[src/rtl/cordic_result_collector_if.sv]
// cordic_result_collector_if: request credit and result FIFO handshake bundle
interface cordic_result_collector_if #(parameter int DATA_W = 32);
  logic req_valid, req_ready, flush, res_valid, res_ready;
  logic [DATA_W-1:0] pipe_result, res_data;
  modport master(output req_valid, flush, pipe_result, res_ready, input req_ready, res_valid, res_data);
  modport slave(input req_valid, flush, pipe_result, res_ready, output req_ready, res_valid, res_data);
endinterface

[src/rtl/cordic_result_collector.sv]
// cordic_result_collector: credit-gated capture of cordic pipeline results into an in-order FIFO
module cordic_result_collector #(
  parameter int LATENCY = 7,
  parameter int DEPTH = 16,
  parameter int DATA_W = 32
) (
  input  logic clk,
  input  logic rst_n,
  cordic_result_collector_if.slave bus,
  output logic [$clog2(LATENCY+1)-1:0] inflight_cnt,
  output logic [$clog2(DEPTH+1)-1:0] fifo_cnt
);
  localparam int IW = $clog2(LATENCY+1);
  localparam int FW = $clog2(DEPTH+1);
  localparam int PW = $clog2(DEPTH);
  localparam int SW = FW + 1;
  logic [LATENCY-1:0] vld;
  logic [PW-1:0] wr_ptr, rd_ptr;
  logic [DATA_W-1:0] mem [DEPTH];
  logic accept, push, pop;
  // every accepted request owns a FIFO slot, so the pipeline can never overrun the FIFO
  assign bus.req_ready = ~bus.flush & ((SW'(inflight_cnt) + SW'(fifo_cnt)) < SW'(DEPTH));
  assign accept = bus.req_valid & bus.req_ready & ~bus.flush;
  assign push = vld[LATENCY-1] & ~bus.flush;
  assign pop = bus.res_valid & bus.res_ready & ~bus.flush;
  assign bus.res_valid = fifo_cnt != '0;
  assign bus.res_data = bus.res_valid ? mem[rd_ptr] : '0;
  always_ff @(posedge clk or negedge rst_n)
    if (!rst_n) begin
      vld <= '0;
      wr_ptr <= '0;
      rd_ptr <= '0;
      inflight_cnt <= '0;
      fifo_cnt <= '0;
      for (int i = 0; i < DEPTH; i++) mem[i] <= '0;
    end else if (bus.flush) begin
      vld <= '0;
      wr_ptr <= '0;
      rd_ptr <= '0;
      inflight_cnt <= '0;
      fifo_cnt <= '0;
    end else begin
      vld <= LATENCY'({vld, accept});
      inflight_cnt <= inflight_cnt + IW'(accept) - IW'(push);
      fifo_cnt <= fifo_cnt + FW'(push) - FW'(pop);
      if (push) mem[wr_ptr] <= bus.pipe_result;
      if (push) wr_ptr <= wr_ptr + PW'(1);
      if (pop) rd_ptr <= rd_ptr + PW'(1);
    end
  assert property (@(posedge clk) disable iff (!rst_n) push |-> fifo_cnt != FW'(DEPTH));
endmodule

[src/flat_wrapper.sv]
// flat-port wrapper written by rule: the top's interface ports become plain ports
module cordic_result_collector_flat 
#(
  parameter int LATENCY = 7,
  parameter int DEPTH = 16,
  parameter int DATA_W = 32
)
  (clk, rst_n, inflight_cnt, fifo_cnt, bus_req_valid, bus_flush, bus_pipe_result, bus_res_ready, bus_req_ready, bus_res_valid, bus_res_data);
  cordic_result_collector_if #(.DATA_W(DATA_W)) bus_i ();
  input  logic clk;
  input  logic rst_n;
  output logic [$clog2(LATENCY+1)-1:0] inflight_cnt;
  output logic [$clog2(DEPTH+1)-1:0] fifo_cnt;
  input wire logic [$bits(bus_i.req_valid)-1:0] bus_req_valid;
  input wire logic [$bits(bus_i.flush)-1:0] bus_flush;
  input wire logic [$bits(bus_i.pipe_result)-1:0] bus_pipe_result;
  input wire logic [$bits(bus_i.res_ready)-1:0] bus_res_ready;
  output wire logic [$bits(bus_i.req_ready)-1:0] bus_req_ready;
  output wire logic [$bits(bus_i.res_valid)-1:0] bus_res_valid;
  output wire logic [$bits(bus_i.res_data)-1:0] bus_res_data;
  assign bus_i.req_valid = bus_req_valid;
  assign bus_i.flush = bus_flush;
  assign bus_i.pipe_result = bus_pipe_result;
  assign bus_i.res_ready = bus_res_ready;
  assign bus_req_ready = bus_i.req_ready;
  assign bus_res_valid = bus_i.res_valid;
  assign bus_res_data = bus_i.res_data;
  cordic_result_collector #(.LATENCY(LATENCY), .DEPTH(DEPTH), .DATA_W(DATA_W)) u_core (.clk(clk), .rst_n(rst_n), .bus(bus_i), .inflight_cnt(inflight_cnt), .fifo_cnt(fifo_cnt));
endmodule
[config.mk]
export PLATFORM = sky130hd
export DESIGN_NAME = cordic_result_collector_flat
export DESIGN_NICKNAME = d
export VERILOG_FILES = /design/src/rtl/cordic_result_collector_if.sv /design/src/rtl/cordic_result_collector.sv /design/src/flat_wrapper.sv
export SDC_FILE = /design/constraint.sdc
export NUM_CORES = 1
export LEC_CHECK = 0
export ABC_AREA = 0
export CAP_MARGIN = 15
export CORE_MARGIN = 1.5
export CORE_UTILIZATION = 50
export DETAILED_ROUTE_END_ITERATION = 7
export PLACE_DENSITY = 0.7
export SETUP_SLACK_MARGIN = 0.3
export SYNTH_ARGS = -nofsm -noshare
export SYNTH_HDL_FRONTEND = slang
export SYNTH_SLANG_ARGS = --single-unit
[constraint.sdc]
create_clock -name clk -period 3.2 [get_ports clk]
set_input_delay 0.48 -clock clk [delete_from_list [all_inputs] [get_ports clk]]
set_output_delay 0.48 -clock clk [all_outputs]
set_load 0.01 [all_outputs]
== Word-level counts from Yosys, hierarchy flattened ==
Index checks and enable logic that the tools add are counted.

* Register bits after elaboration: 535
* Logic and storage cells: 60
* Input bits: 37
* Output and inout port bits: 42

* Mux-type cells: 14
* Reduce and logical (&&, ||, !) cells: 5
* Bitwise gates (word level): 9
* Add/subtract/negate cells: 7
* Magnitude comparators: 4

{| class="wikitable"
|+ Operators by type and width
! operator !! count
|-
| 512-bit bitwise mux || 1
|-
| 32-bit binary-select mux with 4-bit select || 1
|-
| 32-bit demux with 4-bit select || 1
|-
| 32-bit two-way mux || 4
|-
| 4-bit two-way mux || 4
|-
| 5-bit >= comparator (second input constant) || 2
|-
| 4-bit NOT with 5-bit output || 2
|-
| 4-bit by 1-bit adder with 4-bit output (second input constant) || 2
|-
| 7-bit two-way mux || 1
|-
| 3-bit by 5-bit adder with 6-bit output || 1
|-
| 1-bit AND || 6
|-
| 6-bit by 5-bit < comparator with 1-bit output (second input constant) || 1
|-
| 5-bit by 1-bit adder with 5-bit output || 1
|-
| 5-bit by 1-bit < comparator with 1-bit output (second input constant) || 1
|-
| 5-bit two-way mux || 1
|-
| 5-bit nonzero test || 1
|-
| 5-bit by 1-bit subtractor with 5-bit output || 1
|-
| 2-bit nonzero test || 2
|-
| 3-bit by 1-bit adder with 3-bit output || 1
|-
| 3-bit two-way mux || 1
|-
| 3-bit by 1-bit subtractor with 3-bit output || 1
|-
| 2-bit AND reduction || 1
|-
| 1-bit logical AND || 1
|-
| 1-bit NOT || 1
|}

== Logic depth before layout (Yosys ltp) ==
* Word-level depth: 8
* Depth in mapped cells: 14
* Depth with buffers taken out: 13

== Worst setup path before layout ==
No wires, ideal clock.

* Kind: register to register
* From: register u_core.fifo_cnt[3]
* To: register u_core.fifo_cnt[4]
* Setup time: 132 ps
* Setup slack: 413 ps
* Data required time: 3,068 ps
* Buffers on the path: 1
* Stages on the path, launching flop included: 15
* Arrival time: 2,655 ps
* Clock period less this slack: 2,787 ps
* Cells stage by stage: dfrtp_1 > inv_1 > ha_1 > or4b_1 > buf_2 > nand2_1 > nor2_1 > ha_1 > inv_1 > ha_1 > fa_1 > a21oi_1 > o21bai_1 > xor2_1 > nor2_1

* Longest elaborated chain between the ends: 5
* Elaborated cells on any way between the ends: 6
* Those cells by class: add/sub: 2; mux: 1; bitwise: 2; reduce/logical: 1

{| class="wikitable"
|+ RTL lines
! item !! line !! text
|-
| start: declaration || cordic_result_collector.sv:11 || <nowiki>output logic [$clog2(DEPTH+1)-1:0] fifo_cnt</nowiki>
|-
| start signal: assignment || cordic_result_collector.sv:45 || <nowiki>fifo_cnt <= fifo_cnt + FW'(push) - FW'(pop);</nowiki>
|-
| 5-bit nonzero test || cordic_result_collector.sv:26 || <nowiki>assign bus.res_valid = fifo_cnt != '0;</nowiki>
|-
| net bus_res_valid || flat_wrapper.sv:19 || <nowiki>output wire logic [$bits(bus_i.res_valid)-1:0] bus_res_valid;</nowiki>
|-
| 1-bit AND (2 in series) || cordic_result_collector.sv:25 || <nowiki>assign pop = bus.res_valid & bus.res_ready & ~bus.flush;</nowiki>
|-
| 5-bit by 1-bit subtractor with 5-bit output || cordic_result_collector.sv:45 ||
|-
| 5-bit two-way mux || cordic_result_collector.sv:36 || <nowiki>end else if (bus.flush) begin</nowiki>
|}

The timed path passes the listed nets, and every way through them passes these cells.
A chain may end at the register's enable or synchronous reset.

== Worst setup path after layout ==
* From: register u_core.fifo_cnt[3]
* To: output bus_res_data[9]

* Longest elaborated chain between the ends: 2

{| class="wikitable"
|+ RTL lines
! item !! line !! text
|-
| 5-bit nonzero test || cordic_result_collector.sv:26 ||
|-
| 32-bit two-way mux || cordic_result_collector.sv:27 || <nowiki>assign bus.res_data = bus.res_valid ? mem[rd_ptr] : '0;</nowiki>
|-
| end: declaration || flat_wrapper.sv:20 || <nowiki>output wire logic [$bits(bus_i.res_data)-1:0] bus_res_data;</nowiki>
|}

Every way passes these cells.

==> flow_metrics.tcl <==
set metrics [dict create \
    async_flop_share_pct 100 \
    grt_pass1_vias 15352 \
    antenna_found_initial 1 \
    cts_buffers 56 \
    startpoint_type "flop" \
    cts.sinks 535 \
    drt_pass1_iterations 7 \
    avgViaCountPerCell 6.04 \
    synth_area_um2 24500 \
    cap_violations 0 \
    final_area_um2 28600 \
    status "finished, violations left" \
    critical-path-max-stage-delay_ns 0.48 \
    setup_slack_ns -0.0821 \
    synth.yosys.seq_area_share_pct 54.5 \
    cts_root_buf "clkbuf_16" \
    p_total_mw 16.5 \
    die-area_um2 50400 \
    synthDistinctLibCells 35 \
    crit_start "u_core.fifo_cnt[3]" \
    grt_pass1_wl_um 93000 \
    design.core.area_um2 48600 \
    dpl_cell_area_um2 26500 \
    hpwlAfterDp_um 35600 \
    worstPathMaxFanout 8 \
    crit_top_cell "buf_6" \
    drt_iter0_drc 945 \
    rsz0062_at_grt "true" \
    clk-insertion-delay-late_ns 0.61 \
    p_leak_nw 13.9 \
    timing.final.crit_period_ns 3.28 \
    ant_nets 0 \
    critPathTopFamily "simple AND/OR/NAND/NOR gates" \
    rows 81 \
    die_y_um 225 \
    place_congestion 0.750 \
    powerDensity_nw_per_um2 576 \
    fin_cells 2377 \
    ys_ff_latch 535 \
    finalNetCount 1773 \
    cp.required_ns 2.72 \
    syn_to_final_growth_pct 16.6 \
    dp.cells 2258 \
    overflow 0 \
    fin_crit_sh_pct 103 \
    io-pin-count 79 \
    worstPathCellList "inv_2 -> ha_4 -> or4b_4 -> buf_6 -> and2_4 -> buf_6 -> buf_16 -> nand3_2 -> o211ai_1 -> buf_2" \
    peakVddDrop_v 0.000477 \
    synth_cells 1614 \
    drv_slew 0 \
    start_util_pct 50.5 \
    syn-num-nets 1669 \
    path_buf_inv 5 \
    violations "negative setup slack" \
    r2r-start "u_core.fifo_cnt[3]" \
    ys.flop_type "dfrtp_1" \
    crit_slowest_cell "or4b_4" \
    post-route-util_pct 58.9 \
    slew_headroom_pct 57.1 \
    worst_pin_slew_ns 0.644 \
    grt_max_degree 85 \
    wire_per_inst_um 25.1 \
    port_buffers 78 \
    synth_area_per_cell_um2 15.2 \
    hold_class "input port to async pin" \
    worstPathArrival_ns 2.80 \
    num_vias 14364 \
    hold_viol 0 \
    drc 0 \
    clk_pin_slew_ns 0.06 \
    clock_path_buffers 3 \
    yosysWarningCount 0 \
    htreeDepth 2 \
    setup_viol 20 \
    grt_use_total_pct 24.4 \
    drive_above_1_share_pct 52.1 \
    skew_ns 0.0229 \
    cts_tree "yes" \
    die_x_um 225 \
    routed_wl_um 59800 \
    end_kind "primary output" \
    critPathKind "flop to primary output" \
    synth_edf_count 0 \
    fmax_mhz 305 \
]
[kinds of logic (layout without fill, tap and decap cells)]
kind of cell             after synthesis  count (layout)  synth area share [%]
adder cells (fa/ha/maj)               18              18                 0.979
AO/OA/AOI/OAI                        105             105                  3.72
other                                  0               1                     0
AND/OR/NAND/NOR                      123             124                  2.41
flip-flops                           535             535                  54.5
multiplexers                         674             674                  35.0
XOR/XNOR                              11              11                 0.392
buffers and inverters                148             287                  2.91
[sequential cells by signal, summed over array words and instances (netlist names)]
register             flops
u_core.mem             512
u_core.inflight_cnt      3
u_core.wr_ptr            4
u_core.fifo_cnt          5
u_core.vld               7
u_core.rd_ptr            4
[cell usage in the layout, fill, tap and decap left out, types with 13 or more instances in the layout]
| cell type | instances |
|---|---|
| clkdlybuf4s50_1 | 44 |
| mux2_2 | 514 |
| nand2_1 | 27 |
| o211ai_1 | 31 |
| a22oi_1 | 32 |
| buf_4 | 58 |
| a22oi_2 | 30 |
| clkbuf_16 | 56 |
| ha_1 | 14 |
| nand3_1 | 23 |
| buf_2 | 32 |
| mux4_2 | 97 |
| dfrtp_1 | 531 |
| mux2i_1 | 63 |
| nor2_1 | 14 |
| nand3_2 | 18 |
| nand2_2 | 17 |
| buf_12 | 33 |
| clkbuf_8 | 13 |
[per-layer routing]
layer / track usage (%) / part of all wire [%]
met3: 4.34 / 4.8
met4: 6.80 / 2.4
met5: 0 / 0
met2: 39.8 / 49
met1: 33.9 / 44
[synth_stat cells, drive strengths merged, types with 11 or more instances]
cell type	n	share of area, %
a22oi	62	2.5
buf	78	1.8
clkbuf	59	0.91
dfrtp	535	55
ha	16	0.82
inv	11	0.17
mux2	514	24
mux2i	63	2.6
mux4	97	8.9
nand2	44	0.67
nand3	41	0.84
nor2	15	0.23
nor2b	11	0.28
o211ai	31	0.95
[power breakdown]
part | switching (mW) | internal, mW
Clock | 2.67 | 3.82
Combinational | 1.72 | 1.39
Sequential | 0.0653 | 6.83
Total | 4.45 | 12.0
[area by class of cell]
class,instances,area (um^2)
diodes,1,2.50
clock buffers,80,1620
clock inverters,14,200
fillers,3744,20000
inverters,11,41.3
multi-input cells,932,10600
flip-flops and latches,535,13400
well taps,622,778
repair buffers,182,1950
[final timing paths]
kind,to,slack [ns],cells after the start
worst max-delay path,bus_res_data[9],-0.08,10
worst min-delay path,u_core.mem[87],0.45,2
worst max register to register,u_core.fifo_cnt[4],0.41,14
worst min register to register,u_core.vld[6],0.46,1
max in group asynchronous,u_core.mem[133],1.73,4
min in group clk,u_core.vld[6],0.46,1
[metrics by stage]
step                      setup slack, ns  setup TNS (ns)  hold WS (ns)
after floorplan                     0.413               0         0.184
after global placement              0.101               0         0.447
after detailed placement           0.0856               0         0.455
after CTS                         -0.0939           -1.07         0.455
after global routing               -0.175           -3.04         0.476
final                             -0.0821          -0.967         0.454
[repair_timing]
item                                    4_1_cts  5_1_grt
hold endpoints to repair                     62        0
buffers inserted                             15        3
hold buffers                                  1        0
gates cloned                                  5        0
gates resized for setup                     169        9
pin swaps                                    23       23
endpoints found under the setup margin       34       34
Note: power is estimated with default switching activity, not from simulation.
